===== config.mk =====
export PLATFORM = sky130hd
export DESIGN_NAME = seq_divider_flat
export DESIGN_NICKNAME = d
export VERILOG_FILES = /design/src/rtl/seq_divider_pkg.sv /design/src/rtl/seq_divider_if.sv /design/src/rtl/seq_divider_div_step.sv /design/src/rtl/seq_divider.sv /design/src/flat_wrapper.sv
export SDC_FILE = /design/constraint.sdc
export NUM_CORES = 1
export LEC_CHECK = 0
export CORE_MARGIN = 2
export CORE_UTILIZATION = 57
export CTS_CLUSTER_SIZE = 25
export DETAILED_ROUTE_END_ITERATION = 8
export GPL_TIMING_DRIVEN = 0
export PLACE_DENSITY = 0.85
export SETUP_SLACK_MARGIN = 0.1
export SYNTH_ARGS = -nofsm -noshare
export SYNTH_HDL_FRONTEND = slang
export SYNTH_SLANG_ARGS = --single-unit

===== constraint.sdc =====
create_clock -name clk -period 3.9 [get_ports clk]
set_clock_uncertainty 0.2 [all_clocks]
set_input_delay 0.78 -clock clk [delete_from_list [all_inputs] [get_ports clk]]
set_output_delay 0.78 -clock clk [all_outputs]
set_load 0.1 [all_outputs]

===== src/rtl/seq_divider_pkg.sv =====
// div_pkg: shared FSM encoding, default width and magnitude helper for seq_divider
package div_pkg;

    localparam int DEF_WIDTH = 32;

    typedef enum logic [1:0] {IDLE, CALC, FINISH} state_e;

    function automatic logic [DEF_WIDTH-1:0] abs_mag(input logic [DEF_WIDTH-1:0] x);
        return x[DEF_WIDTH-1] ? -x : x;
    endfunction

endpackage


===== src/rtl/seq_divider_if.sv =====
// seq_divider_if: request/result bundle between the operand path and seq_divider; SEQ_DIVIDER_UNSIGNED_EN adds is_unsigned
interface seq_divider_if #(parameter int WIDTH = 32);

    logic             start;
    logic [WIDTH-1:0] dividend;
    logic [WIDTH-1:0] divisor;
`ifdef SEQ_DIVIDER_UNSIGNED_EN
    logic             is_unsigned;
`endif
    logic             busy;
    logic             done;
    logic             div_zero;
    logic [WIDTH-1:0] hi;
    logic [WIDTH-1:0] lo;

    modport master (
        output start, dividend, divisor,
`ifdef SEQ_DIVIDER_UNSIGNED_EN
        output is_unsigned,
`endif
        input  busy, done, div_zero, hi, lo
    );

    modport slave (
        input  start, dividend, divisor,
`ifdef SEQ_DIVIDER_UNSIGNED_EN
        input  is_unsigned,
`endif
        output busy, done, div_zero, hi, lo
    );

endinterface


===== src/rtl/seq_divider_div_step.sv =====
// div_step: one combinational restoring-division iteration on unsigned magnitudes
module div_step #(
    parameter int WIDTH = 32
) (
    input  logic [WIDTH-1:0] rem,
    input  logic [WIDTH-1:0] quo,
    input  logic [WIDTH-1:0] divisor_mag,
    output logic [WIDTH-1:0] rem_nxt,
    output logic [WIDTH-1:0] quo_nxt
);

    logic [WIDTH:0]   sh;
    logic [WIDTH+1:0] diff;
    logic             ge;

    // shift the next dividend bit into the remainder, then trial-subtract with a spare sign bit
    always_comb begin
        sh      = {rem, quo[WIDTH-1]};
        diff    = {1'b0, sh} - {2'b00, divisor_mag};
        ge      = !diff[WIDTH+1];
        rem_nxt = WIDTH'(ge ? diff : {1'b0, sh});
        quo_nxt = {quo[WIDTH-2:0], ge};
    end

endmodule


===== src/rtl/seq_divider.sv =====
// seq_divider: multicycle signed restoring divider (DIV) with div-by-zero flag; SEQ_DIVIDER_UNSIGNED_EN adds DIVU
module seq_divider
    import div_pkg::*;
#(
    parameter int WIDTH = DEF_WIDTH,
    parameter int CNT_W = 6
) (
    input  logic          clk,
    input  logic          reset,
    seq_divider_if.slave  bus
);

    state_e           state_q, state_d;
    logic [WIDTH-1:0] rem_q, rem_d;
    logic [WIDTH-1:0] quo_q, quo_d;
    logic [WIDTH-1:0] dvs_q, dvs_d;
    logic [CNT_W-1:0] cnt_q, cnt_d;
    logic             neg_quo_q, neg_quo_d;
    logic             neg_rem_q, neg_rem_d;
    logic             zero_q, zero_d;
    logic             busy_q, busy_d;
    logic             done_q, done_d;
    logic             dz_q, dz_d;
    logic [WIDTH-1:0] hi_q, hi_d;
    logic [WIDTH-1:0] lo_q, lo_d;
    logic [WIDTH-1:0] step_rem, step_quo;
    logic             uns;

`ifdef SEQ_DIVIDER_UNSIGNED_EN
    assign uns = bus.is_unsigned;
`else
    assign uns = 1'b0;
`endif

    div_step #(.WIDTH(WIDTH)) u_step (
        .rem         (rem_q),
        .quo         (quo_q),
        .divisor_mag (dvs_q),
        .rem_nxt     (step_rem),
        .quo_nxt     (step_quo)
    );

    // next-state: load magnitudes in IDLE, iterate in CALC, publish results leaving FINISH
    always_comb begin
        state_d   = state_q;
        rem_d     = rem_q;
        quo_d     = quo_q;
        dvs_d     = dvs_q;
        cnt_d     = cnt_q;
        neg_quo_d = neg_quo_q;
        neg_rem_d = neg_rem_q;
        zero_d    = zero_q;
        done_d    = 1'b0;
        dz_d      = 1'b0;
        hi_d      = hi_q;
        lo_d      = lo_q;
        if (state_q == IDLE) begin
            if (bus.start && !done_q) begin
                rem_d     = '0;
                quo_d     = uns ? bus.dividend : abs_mag(bus.dividend);
                dvs_d     = uns ? bus.divisor : abs_mag(bus.divisor);
                cnt_d     = CNT_W'(WIDTH);
                neg_quo_d = !uns && (bus.dividend[WIDTH-1] ^ bus.divisor[WIDTH-1]);
                neg_rem_d = !uns && bus.dividend[WIDTH-1];
                zero_d    = bus.divisor == '0;
                state_d   = zero_d ? FINISH : CALC;
            end
        end else if (state_q == CALC) begin
            rem_d   = step_rem;
            quo_d   = step_quo;
            cnt_d   = cnt_q - CNT_W'(1);
            state_d = cnt_q == CNT_W'(1) ? FINISH : CALC;
        end else begin
            state_d = IDLE;
            done_d  = 1'b1;
            dz_d    = zero_q;
            hi_d    = zero_q ? hi_q : (neg_rem_q ? -rem_q : rem_q);
            lo_d    = zero_q ? lo_q : (neg_quo_q ? -quo_q : quo_q);
        end
        busy_d = state_d != IDLE;
    end

    // state and registered outputs, cleared immediately by the active-low reset
    always_ff @(posedge clk or negedge reset) begin
        if (!reset) begin
            state_q   <= IDLE;
            rem_q     <= '0;
            quo_q     <= '0;
            dvs_q     <= '0;
            cnt_q     <= '0;
            neg_quo_q <= 1'b0;
            neg_rem_q <= 1'b0;
            zero_q    <= 1'b0;
            busy_q    <= 1'b0;
            done_q    <= 1'b0;
            dz_q      <= 1'b0;
            hi_q      <= '0;
            lo_q      <= '0;
        end else begin
            state_q   <= state_d;
            rem_q     <= rem_d;
            quo_q     <= quo_d;
            dvs_q     <= dvs_d;
            cnt_q     <= cnt_d;
            neg_quo_q <= neg_quo_d;
            neg_rem_q <= neg_rem_d;
            zero_q    <= zero_d;
            busy_q    <= busy_d;
            done_q    <= done_d;
            dz_q      <= dz_d;
            hi_q      <= hi_d;
            lo_q      <= lo_d;
        end
    end

    assign bus.busy     = busy_q;
    assign bus.done     = done_q;
    assign bus.div_zero = dz_q;
    assign bus.hi       = hi_q;
    assign bus.lo       = lo_q;

endmodule


===== src/flat_wrapper.sv =====
// flat-port wrapper written by rule: the top's interface ports become plain ports
module seq_divider_flat import div_pkg::*;
#(
    parameter int WIDTH = DEF_WIDTH,
    parameter int CNT_W = 6
)
  (clk, reset, bus_start, bus_dividend, bus_divisor, bus_busy, bus_done, bus_div_zero, bus_hi, bus_lo);
  seq_divider_if #(.WIDTH(WIDTH)) bus_i ();
  input  logic clk;
  input  logic reset;
  input wire logic [$bits(bus_i.start)-1:0] bus_start;
  input wire logic [$bits(bus_i.dividend)-1:0] bus_dividend;
  input wire logic [$bits(bus_i.divisor)-1:0] bus_divisor;
  output wire logic [$bits(bus_i.busy)-1:0] bus_busy;
  output wire logic [$bits(bus_i.done)-1:0] bus_done;
  output wire logic [$bits(bus_i.div_zero)-1:0] bus_div_zero;
  output wire logic [$bits(bus_i.hi)-1:0] bus_hi;
  output wire logic [$bits(bus_i.lo)-1:0] bus_lo;
  assign bus_i.start = bus_start;
  assign bus_i.dividend = bus_dividend;
  assign bus_i.divisor = bus_divisor;
  assign bus_busy = bus_i.busy;
  assign bus_done = bus_i.done;
  assign bus_div_zero = bus_i.div_zero;
  assign bus_hi = bus_i.hi;
  assign bus_lo = bus_i.lo;
  seq_divider #(.WIDTH(WIDTH), .CNT_W(CNT_W)) u_core (.clk(clk), .reset(reset), .bus(bus_i));
endmodule

# Yosys cells after proc, flatten, opt, wreduce, memory -nomap -nowiden
# Cells that the tools add are included.
dict set report word_totals {
  ff_bits 174
  output_inout_bits 67
  elab_cells 59
}
dict set report classes {
  muxes 23
  add_sub_neg 6
  bitwise_logic 4
  n_reduce_logical 10
  eq_ne 3
}
# cell n
set op_table {}
lappend op_table {{32-bit two-way mux} 11}
lappend op_table {{32-bit negator} 4}
lappend op_table {{33-bit by 32-bit subtractor with 34-bit output} 1}
lappend op_table {{32-bit zero test} 1}
lappend op_table {{6-bit two-way mux} 3}
lappend op_table {{2-bit two-way mux} 5}
lappend op_table {{6-bit by 1-bit equality test with 1-bit output, second input constant} 1}
lappend op_table {{6-bit by 1-bit subtractor with 6-bit output, second input constant} 1}
lappend op_table {{1-bit two-way mux} 4}
lappend op_table {{2-bit AND reduction} 2}
lappend op_table {{2-bit nonzero test} 2}
lappend op_table {{1-bit NOT} 3}
lappend op_table {{3-bit AND reduction} 1}
lappend op_table {{2-bit by 1-bit equality test with 1-bit output, second input constant} 1}
lappend op_table {{1-bit zero test} 2}
lappend op_table {{2-bit zero test} 1}
lappend op_table {{2-bit inequality test, second input constant} 1}
lappend op_table {{1-bit logical AND} 1}
lappend op_table {{1-bit bitwise XOR} 1}

# Longest topological paths before layout
# Gate-level depths: netlist (run 1).
dict set report depth {
  depth_word 5
  mapped_depth 14
}

# By module
# Synthesis (run 1) repeated with hierarchy kept, for this count alone.
dict set report unflattened {
  cells_unflattened 1400
  area_unflattened_um2 11905.2
}
# mod cells_per_inst seq_area_each_um2 area_per_inst_um2 instances
set by_module_without_submodules {}
lappend by_module_without_submodules {seq_divider 996 4354.2 9291.4 1}
lappend by_module_without_submodules {div_step 404 0.0 2613.8 1}

# Worst setup path before layout (run 1)
# No wires, ideal clock.
dict set report synth_path {
  path_type {input to register}
  from {input port bus_divisor[8]}
  to {register u_core.dvs_q[30]}
  stages 9
  t_arrival_ps 3647
  path_buffers 0
  slack_ps -74
  required_time_ps 3573
  cell_sequence {or4_4 > or4_4 > or3_4 > or4_4 > or4_4 > nand2b_4 > o41ai_4 > xor2_1 > o21ai_1}
}
dict set report synth_between {
  elab_chain_cells 2
}
# element line_no
set synth_rtl {}
lappend synth_rtl {{from (decl)} flat_wrapper.sv:13} ;# input wire logic [$bits(bus_i.divisor)-1:0] bus_divisor;
lappend synth_rtl {{32-bit negator} seq_divider_pkg.sv:9} ;# return x[DEF_WIDTH-1] ? -x : x;
lappend synth_rtl {{32-bit two-way mux} seq_divider_pkg.sv:9}
lappend synth_rtl {{to (signal assigned)} seq_divider.sv:103} ;# dvs_q <= dvs_d;
lappend synth_rtl {{to (decl)} seq_divider.sv:16} ;# logic [WIDTH-1:0] dvs_q, dvs_d;
# Every way passes these cells.
# A chain may end at the register's enable or synchronous reset.

# Worst setup path after layout (run 1)
dict set report layout_path {
  from {register u_core.rem_q[1]}
  to {register u_core.hi_q[24], in the netlist u_core.bus.hi[24]}
}
dict set report layout_between {
  elab_chain_cells 2
}
# element line_no
set layout_rtl {}
lappend layout_rtl {{from (decl)} seq_divider.sv:14} ;# logic [WIDTH-1:0] rem_q, rem_d;
lappend layout_rtl {{from (signal assigned)} seq_divider.sv:101} ;# rem_q <= rem_d;
lappend layout_rtl {{32-bit negator} seq_divider.sv:77} ;# hi_d = zero_q ? hi_q : (neg_rem_q ? -rem_q : rem_q);
lappend layout_rtl {{32-bit two-way mux} seq_divider.sv:77}
lappend layout_rtl {{to (signal assigned)} seq_divider.sv:111} ;# hi_q <= hi_d;
lappend layout_rtl {{to (decl)} seq_divider.sv:24} ;# logic [WIDTH-1:0] hi_q, hi_d;
# Every way passes these cells.

==> impl_metrics.csv, run 1 <==
group,metric,value,unit
finish,area_growth_syn_to_layout,22.6,%
sta,timing_hold_violations_final,0,
outcome,run_status,"finished clean",
setup_path,r2r_start,"u_core.rem_q[1]",
finish,layout_commonest_cell,"sky130_fd_sc_hd__o21ai_0",
drt,via_count,10000,
global_routing,via_count_of_the_first_global_routing_pass,9487,
synth,synthDominantCellAreaShare,39.9,%
global_routing,antenna_found_initial,1,
synth,syn_area_per_cell,8.82,µm²
setup_path,r2r-end,"u_core.bus.hi[24]",
clock_tree,cts.sinks,174,
clock_tree,tritoncts_clock_tree,"built",
sta,hold-worst-slack,0.0363,ns
synth,synth_top_cell_by_area,"sky130_fd_sc_hd__dfrtp_1",
drt,viasPerCell,6.10,
setup_path,setup.worst_path.start_class,"flip-flop",
finish,layout_common_cells,"213 x sky130_fd_sc_hd__o21ai_0, 183 x sky130_fd_sc_hd__nand2_1, 173 x sky130_fd_sc_hd__dfrtp_1, 127 x sky130_fd_sc_hd__clkdlybuf4s50_1, 116 x sky130_fd_sc_hd__xor2_1",
setup_path,cpPeakStageDelay,0.47,ns
clock_tree,hold_buffers,0,
clock_tree,clk_root_buffer_cell,"sky130_fd_sc_hd__clkbuf_16",
die,die_width,142,µm
place,globalplace.congestion,0.942,
place,place_area,12600,µm²
die,core_region_area,18800,µm²
setup_path,data_arrival_critical_path,3.81,ns
setup_path,worst-endpoint-required,4.01,ns
finish,antennaDiodeCount,0,
global_routing,grt_start_max_net_pins,122,
setup_path,critical_path_peak_fanout,7,
setup_path,critical_path.endpoint_type,"flip-flop",
synth,ys_seq_elements,174,
finish,drive_above_1_share,6.52,%
sta,max_slew.worst_pin.slew,1.02,ns
die,die_area,20300,µm²
synth,synth_seq_area_share,39.9,%
global_routing,grtUsageMet1,41.3,%
drt,first_pass_iters,6,
clock_tree,clk_latency,0.44,ns
sta,fmaxAchievable,0.270,GHz
global_routing,track_usage,30.0,%
clock_tree,tritoncts.num_buffers,17,
hold_path,hp-class,"in2async",
sta,period_share,94.9,%
die,start_util,58.2,%
finish,final_design_area_excluding_fillers,13400,µm²
sta,setup_failing_eps_final,0,
job,max_cap_violations,0,
finish,final_cells,1645,
synth,synth-async-reset-ratio,100,%
setup_path,reg2regPathDepth,11,
place,hpwl,22400,µm
synth,synthFlopType,"sky130_fd_sc_hd__dfrtp_1",
synth,synth.top_cells.by_area,"sky130_fd_sc_hd__dfrtp_1 40%, sky130_fd_sc_hd__o21ai_0 9.9%, sky130_fd_sc_hd__xor2_1 9.3%, sky130_fd_sc_hd__nand2_1 6.3%, sky130_fd_sc_hd__ha_1 4.4%",
clock_tree,ctsLongestPathBuffers,2,
clock_tree,total_number_of_h_tree_levels,4,
synth,mappedNetlistArea,10900,µm²
finish,finalNetCount,1504,
drt,detail_route.wl_per_cell,18.3,µm
setup_path,setup.worst_path.end,"u_core.bus.hi[24]",
die,floorplan.rows,50,
global_routing,grtUsageMet3,5.28,%
setup_path,r2r_slack,0.20,ns
synth,number_of_enable_type_register_cells_in_the_synthesized_netlist,0,
global_routing,grt_overflow,0,
sta,worst_setup_slack_final,0.198,ns
place,worst_setup_slack_before_clock_tree_synthesis,-0.735,ns
synth,syn_nets,1344,
place,port-buffer-count,132,
sta,grt_setup_unrepaired,"true",
die,die_h,142,µm
place,placedCellCount,1605,
global_routing,met2_usage,47.6,%
sta,maxSlewHeadroom,32.0,%
die,ioPinCount,134,
synth,netlist_instances,1238,
drt,detail_route.iter0.violations,1141,
setup_path,crit_start,"u_core.rem_q[1]",
setup_path,crit_slowest_cell,"sky130_fd_sc_hd__dfrtp_1",
drt,route.final.wire_length,30100,µm
setup_path,worst-setup-path-type,"reg2reg",
setup_path,crit_path_cell_trace,"inv_1 -> ha_1 -> nand2b_1 -> nand2b_1 -> or4_4 -> or3_4 -> or3_4 -> or4_4 -> o31ai_2 -> xor2_1 -> o21ai_0",
synth,synth-warning-count,0,
global_routing,wire_length_of_the_first_global_routing_pass,48200,µm
global_routing,grt-busiest-layer,"met2",
synth,synth.distinct_cells,65,
sta,final_max_slew_viol_count,0,
drt,antenna_violating_nets_left,0,
drt,post-route-drc-count,0,
clock_tree,clkSlewWorstSetupHoldPaths,0.07,ns
sta,period_minus_slack,3.70,ns
[stage by stage]
| stage | utilization (%) | setup TNS (ns) |
|---|---|---|
| floorplan | - | -0.126 |
| global placement | 66.9 | -886.47 |
| detailed placement | 67.1 | -15.35 |
| CTS | 70.9 | -0.0599 |
| global route | 71.4 | 0 |
| finish | 71.4 | 0 |
[worst max-delay path: cells and delay by family, from the launching register on]
kind	cells	cell delay, ns
xor gates and xnor gates	1	0.26
and+or+nand+nor	6	2.00
buffers and inverters	1	0.10
DFF	1	0.47
adders and majority gates	1	0.18
AOI/OAI and AO/OA	2	0.35
[routing by layer]
metal	vias up	routed length (µm)	share of wire [%]
met1	4786	12900	43
met5	-	12	0.040
li1	4746	-	-
met2	435	14200	47
met4	2	717	2.4
met3	63	2260	7.5
[synthesized netlist by cell type (2+ instances only)]
cell                        instances
sky130_fd_sc_hd__a2111oi_0          4
sky130_fd_sc_hd__a211oi_1           3
sky130_fd_sc_hd__a21boi_0           3
sky130_fd_sc_hd__a21o_1            19
sky130_fd_sc_hd__a21oi_1           35
sky130_fd_sc_hd__a22o_1             2
sky130_fd_sc_hd__a22oi_1           29
sky130_fd_sc_hd__a31o_2             3
sky130_fd_sc_hd__a31oi_1            5
sky130_fd_sc_hd__a32oi_1            7
sky130_fd_sc_hd__and2_1             4
sky130_fd_sc_hd__and3_1             3
sky130_fd_sc_hd__buf_1              2
sky130_fd_sc_hd__buf_2              2
sky130_fd_sc_hd__clkbuf_1          62
sky130_fd_sc_hd__dfrtp_1          174
sky130_fd_sc_hd__ha_1              38
sky130_fd_sc_hd__inv_1             44
sky130_fd_sc_hd__mux2_2             2
sky130_fd_sc_hd__mux2i_1           27
sky130_fd_sc_hd__nand2_1          183
sky130_fd_sc_hd__nand2b_1          10
sky130_fd_sc_hd__nand3_1           11
sky130_fd_sc_hd__nand3b_1           6
sky130_fd_sc_hd__nand4_1            5
sky130_fd_sc_hd__nor2_1            38
sky130_fd_sc_hd__nor2b_1           10
sky130_fd_sc_hd__nor3_1             7
sky130_fd_sc_hd__nor4_1             8
sky130_fd_sc_hd__o211ai_1           6
sky130_fd_sc_hd__o21a_1             7
sky130_fd_sc_hd__o21ai_0          216
sky130_fd_sc_hd__o21bai_1           3
sky130_fd_sc_hd__o31a_1             2
sky130_fd_sc_hd__o31ai_1           32
sky130_fd_sc_hd__o41ai_1           16
sky130_fd_sc_hd__or2_2              3
sky130_fd_sc_hd__or3_1             16
sky130_fd_sc_hd__or4_1             17
sky130_fd_sc_hd__or4_4              4
sky130_fd_sc_hd__xnor2_1           31
sky130_fd_sc_hd__xor2_1           116
[area by class of cell]
class	instances	area [µm²]
Multi-Input combinational cell	950	6230
Fill cell	1419	5370
Sequential cell	174	4360
Timing Repair Buffer	141	1410
Clock buffer	19	453
Buffer	70	294
Tap cell	234	293
Clock inverter	13	199
Inverter	44	168
[kinds of logic after synthesis]
logic type / share of synthesized area (%)
adder cells (fa/ha/maj): 4.54
AND/OR/NAND/NOR: 14.5
AO/OA/AOI/OAI: 22.5
multiplexers: 2.68
buffers and inverters: 4.12
flip-flops: 39.9
XOR/XNOR: 11.8
[sequential cells by signal, summed over array words and instances, names as in the netlist]
| register | count |
|---|---|
| u_core.bus.busy | 1 |
| u_core.bus.div_zero | 1 |
| u_core.bus.done | 1 |
| u_core.bus.hi | 32 |
| u_core.bus.lo | 32 |
| u_core.cnt_q | 6 |
| u_core.dvs_q | 32 |
| u_core.neg_quo_q | 1 |
| u_core.neg_rem_q | 1 |
| u_core.quo_q | 32 |
| u_core.rem_q | 32 |
| u_core.state_q | 2 |
| u_core.zero_q | 1 |
[timing repair]
item	CTS	global route
pin swaps	9	5
cloned	0	0
buffers inserted	5	3
gates resized for setup	31	16
setup endpoints to repair	47	46
[how the worst min path moves through the flow]
stage,from,to,slack [ns]
floorplan,u_core.dvs_q[22],u_core.dvs_q[22],0.25
global placement,u_core.bus.lo[25],u_core.bus.lo[25],0.26
detailed placement,u_core.bus.lo[26],u_core.bus.lo[26],0.27
CTS,reset,u_core.dvs_q[13],0.05
global route,reset,u_core.dvs_q[12],0.07
finish,reset,u_core.dvs_q[12],0.04
Power of run 1 is left out: the tool's default activity adds up to more than one toggle a clock period on the data nets, which glitch-free logic cannot reach.
==> run 2: changes to the inputs <==
Settings changed: CORE_UTILIZATION 57 to 58, PLACE_DENSITY 0.85 to 0.86, SYNTH_HIERARCHICAL set to 1.
==> run 2 against run 1 <==
- clock-buffer cell count is 1 higher
- global-route usage increased by 2.0 points
- hold slack better by 0.027 ns
- wire length increased by 15%
- first-iteration DRC count increased by 1.5%
- largest cell class unchanged
==> impl_metrics.csv, run 2 <==
group,metric,value,unit
outcome,run_status,"finished clean",
setup_path,data_arrival_critical_path,3.53,ns
sta,setup_failing_eps_final,0,
drt,first_pass_iters,6,
drt,route.final.wire_length,34500,µm
clock_tree,tritoncts_clock_tree,"built",
drt,post-route-drc-count,0,
drt,dr_wl_met3,3200,µm
sta,maxSlewHeadroom,34.1,%
finish,layout.core_utilization,70.1,%
finish,layout_commonest_cell,"sky130_fd_sc_hd__nand2_1",
job,max_cap_violations,0,
place,place_area,13600,µm²
sta,period_share,87.4,%
die,die_area,21700,µm²
drt,viasPerCell,6.27,
synth,synth_top_cell_by_area,"sky130_fd_sc_hd__dfrtp_1",
finish,antennaDiodeCount,0,
synth,synth.top_cells.by_area,"sky130_fd_sc_hd__dfrtp_1 37%, sky130_fd_sc_hd__o21ai_0 7.2%, sky130_fd_sc_hd__xor2_1 7.0%, sky130_fd_sc_hd__nand2_1 6.2%, sky130_fd_sc_hd__ha_1 4.0%",
drt,detail_route.wl_per_cell,18.8,µm
hold_path,hp-class,"in2async",
place,port-buffer-count,130,
drt,antenna_violating_nets_left,0,
global_routing,antenna_found_initial,0,
setup_path,critical_path.endpoint_type,"flip-flop",
clock_tree,clkSlewWorstSetupHoldPaths,0.07,ns
finish,fillCellCount,1604,
global_routing,track_usage,32.0,%
setup_path,worst-setup-path-type,"reg2reg",
sta,tns,0,ns
global_routing,via_count_of_the_first_global_routing_pass,10500,
finish,finalNetCount,1656,
place,hpwl,26500,µm
finish,layout_common_cells,"197 x sky130_fd_sc_hd__nand2_1, 174 x sky130_fd_sc_hd__dfrtp_1, 171 x sky130_fd_sc_hd__o21ai_0, 129 x sky130_fd_sc_hd__clkdlybuf4s50_1, 95 x sky130_fd_sc_hd__xor2_1",
sta,timing_hold_violations_final,0,
global_routing,grt_overflow,0,
finish,drive_above_1_share,7.04,%
synth,syn_area_per_cell,8.50,µm²
setup_path,r2r_start,"u_core/quo_q[31]",
sta,fmaxAchievable,0.293,GHz
finish,final_design_area_excluding_fillers,14100,µm²
finish,area_of_the_multi_input_gates,6760,µm²
sta,final_max_slew_viol_count,0,
synth,synth-warning-count,6,
drt,via_count,11500,
finish,sequential_cell_area,4350,µm²
die,start_util,59.0,%
sta,max_slew.worst_pin.slew,0.985,ns
sta,worst_setup_slack_final,0.491,ns
drt,detail_route.iter0.violations,1158,
synth,synth.distinct_cells,76,
die,floorplan.rows,52,
drt,met2_length,15600,µm
setup_path,r2r-end,"u_core/rem_q[28]",
synth,synthFlopType,"sky130_fd_sc_hd__dfrtp_1",
finish,area_growth_syn_to_layout,18.8,%
clock_tree,ctsLongestPathBuffers,2,
die,ioPinCount,134,
clock_tree,clk_latency,0.43,ns
clock_tree,post_cts.resized_instances,0,
drt,top_layer,"met4",
place,globalplace.congestion,1.00,
clock_tree,cts.sinks,174,
setup_path,critical_path_peak_fanout,7,
synth,synth-async-reset-ratio,100,%
synth,mappedNetlistArea,11900,µm²
synth,yosysMostFrequentCell,"sky130_fd_sc_hd__nand2_1",
setup_path,worst-endpoint-required,4.03,ns
setup_path,r2r_slack,0.49,ns
setup_path,setup.worst_path.start_class,"flip-flop",
global_routing,grt_start_max_net_pins,116,
die,die_h,147,µm
synth,netlist_instances,1400,
place,worst_setup_slack_before_clock_tree_synthesis,0.295,ns
synth,number_of_enable_type_register_cells_in_the_synthesized_netlist,0,
synth,synth_seq_area_share,36.6,%
clock_tree,hold_buffers,0,
sta,grt_setup_unrepaired,"false",
synth,post_synth_most_frequent_cells,"197 x sky130_fd_sc_hd__nand2_1, 174 x sky130_fd_sc_hd__dfrtp_1, 171 x sky130_fd_sc_hd__o21ai_0",
synth,syn_nets,1506,
drt,wirelength_met1,15000,µm
synth,synthDominantCellAreaShare,36.6,%
sta,period_minus_slack,3.41,ns
synth,ys_seq_elements,174,
clock_tree,total_number_of_h_tree_levels,4,
die,die_width,147,µm
setup_path,reg2regPathDepth,12,
clock_tree,clk_root_buffer_cell,"sky130_fd_sc_hd__clkbuf_16",
global_routing,wire_length_of_the_first_global_routing_pass,55300,µm
clock_tree,tritoncts.num_buffers,17,
die,core_region_area,20200,µm²
clock_tree,post_cts_setup_repair_buffer_count,0,
-- run 2: cell count changes in the layout (fill, tap and decap cells not counted), moves of 14 or more --
cell                      delta
sky130_fd_sc_hd__o21ai_0    -42
sky130_fd_sc_hd__a22o_1     +29
sky130_fd_sc_hd__nor2_1     +28
sky130_fd_sc_hd__a22oi_1    -25
sky130_fd_sc_hd__buf_4      +24
sky130_fd_sc_hd__nor3_1     +24
sky130_fd_sc_hd__o22ai_1    +22
sky130_fd_sc_hd__xor2_1     -21
sky130_fd_sc_hd__inv_1      +19
sky130_fd_sc_hd__a21oi_1    +18
sky130_fd_sc_hd__mux2i_1    -17
sky130_fd_sc_hd__nor4_1     +15
sky130_fd_sc_hd__nand2_1    +14
-- run 2: critical path, stage by stage (launching register included) --
cell and delay (ns):
sky130_fd_sc_hd__dfrtp_1 0.47, sky130_fd_sc_hd__inv_1 0.09, sky130_fd_sc_hd__ha_1 0.17, sky130_fd_sc_hd__inv_1 0.06, sky130_fd_sc_hd__fa_1 0.41, sky130_fd_sc_hd__a21o_1 0.24, sky130_fd_sc_hd__a31oi_2 0.30, sky130_fd_sc_hd__o21bai_1 0.22
sky130_fd_sc_hd__and3_1 0.24, sky130_fd_sc_hd__o41ai_2 0.32, sky130_fd_sc_hd__xor2_1 0.26, sky130_fd_sc_hd__o21ai_1 0.11, sky130_fd_sc_hd__a22o_1 0.22
-- run 2: worst max-delay path by stage --
stage / from / to / slack [ns] / depth (start not counted)
after floorplan: u_core/quo_q[31] / u_core/rem_q[22] / 1.07 / 12
after global placement: reset / u_core/bus.lo[18] / -5.00 / 1
after detailed placement: bus_start / u_core/quo_q[30] / 0.29 / 10
after CTS: u_core/quo_q[31] / u_core/rem_q[28] / 0.57 / 12
after global routing: u_core/quo_q[31] / u_core/rem_q[28] / 0.39 / 12
final: u_core/quo_q[31] / u_core/rem_q[28] / 0.49 / 12
-- run 2: cell type report --
type | instances | area share (%)
inverter | 63 | 1.67
sequential | 174 | 30.8
tap | 270 | 2.39
timing repair buffer | 131 | 9.43
buffer | 110 | 3.94
multi-input combinational | 1053 | 47.8
clock inverter | 11 | 0.787
clock buffer | 20 | 3.23
-- run 2: cell families after synthesis --
family,Yosys count,synth area share (%)
XOR/XNOR,121,8.90
flip-flops,174,36.6
AO/OA/AOI/OAI,453,25.1
adder cells (fa/ha/maj),39,4.16
buffers and inverters,173,6.66
AND/OR/NAND/NOR,423,17.1
multiplexers,17,1.53
-- run 2: layer usage --
layer	vias up	track usage, %
li1	5359	-
met1	5452	46.8
met2	603	49.3
met3	69	6.02
met4	0	8.22
met5	-	0
-- run 2: stage by stage --
step,instances,hold slack (ns)
5_1_grt,1832,0.105
4_1_cts,1832,0.0844
3_3_place_gp,1800,0.262
2_1_floorplan,1400,0.250
6_report,1832,0.0633
3_5_place_dp,1801,0.270
Power of run 2 is left out for the same reason.
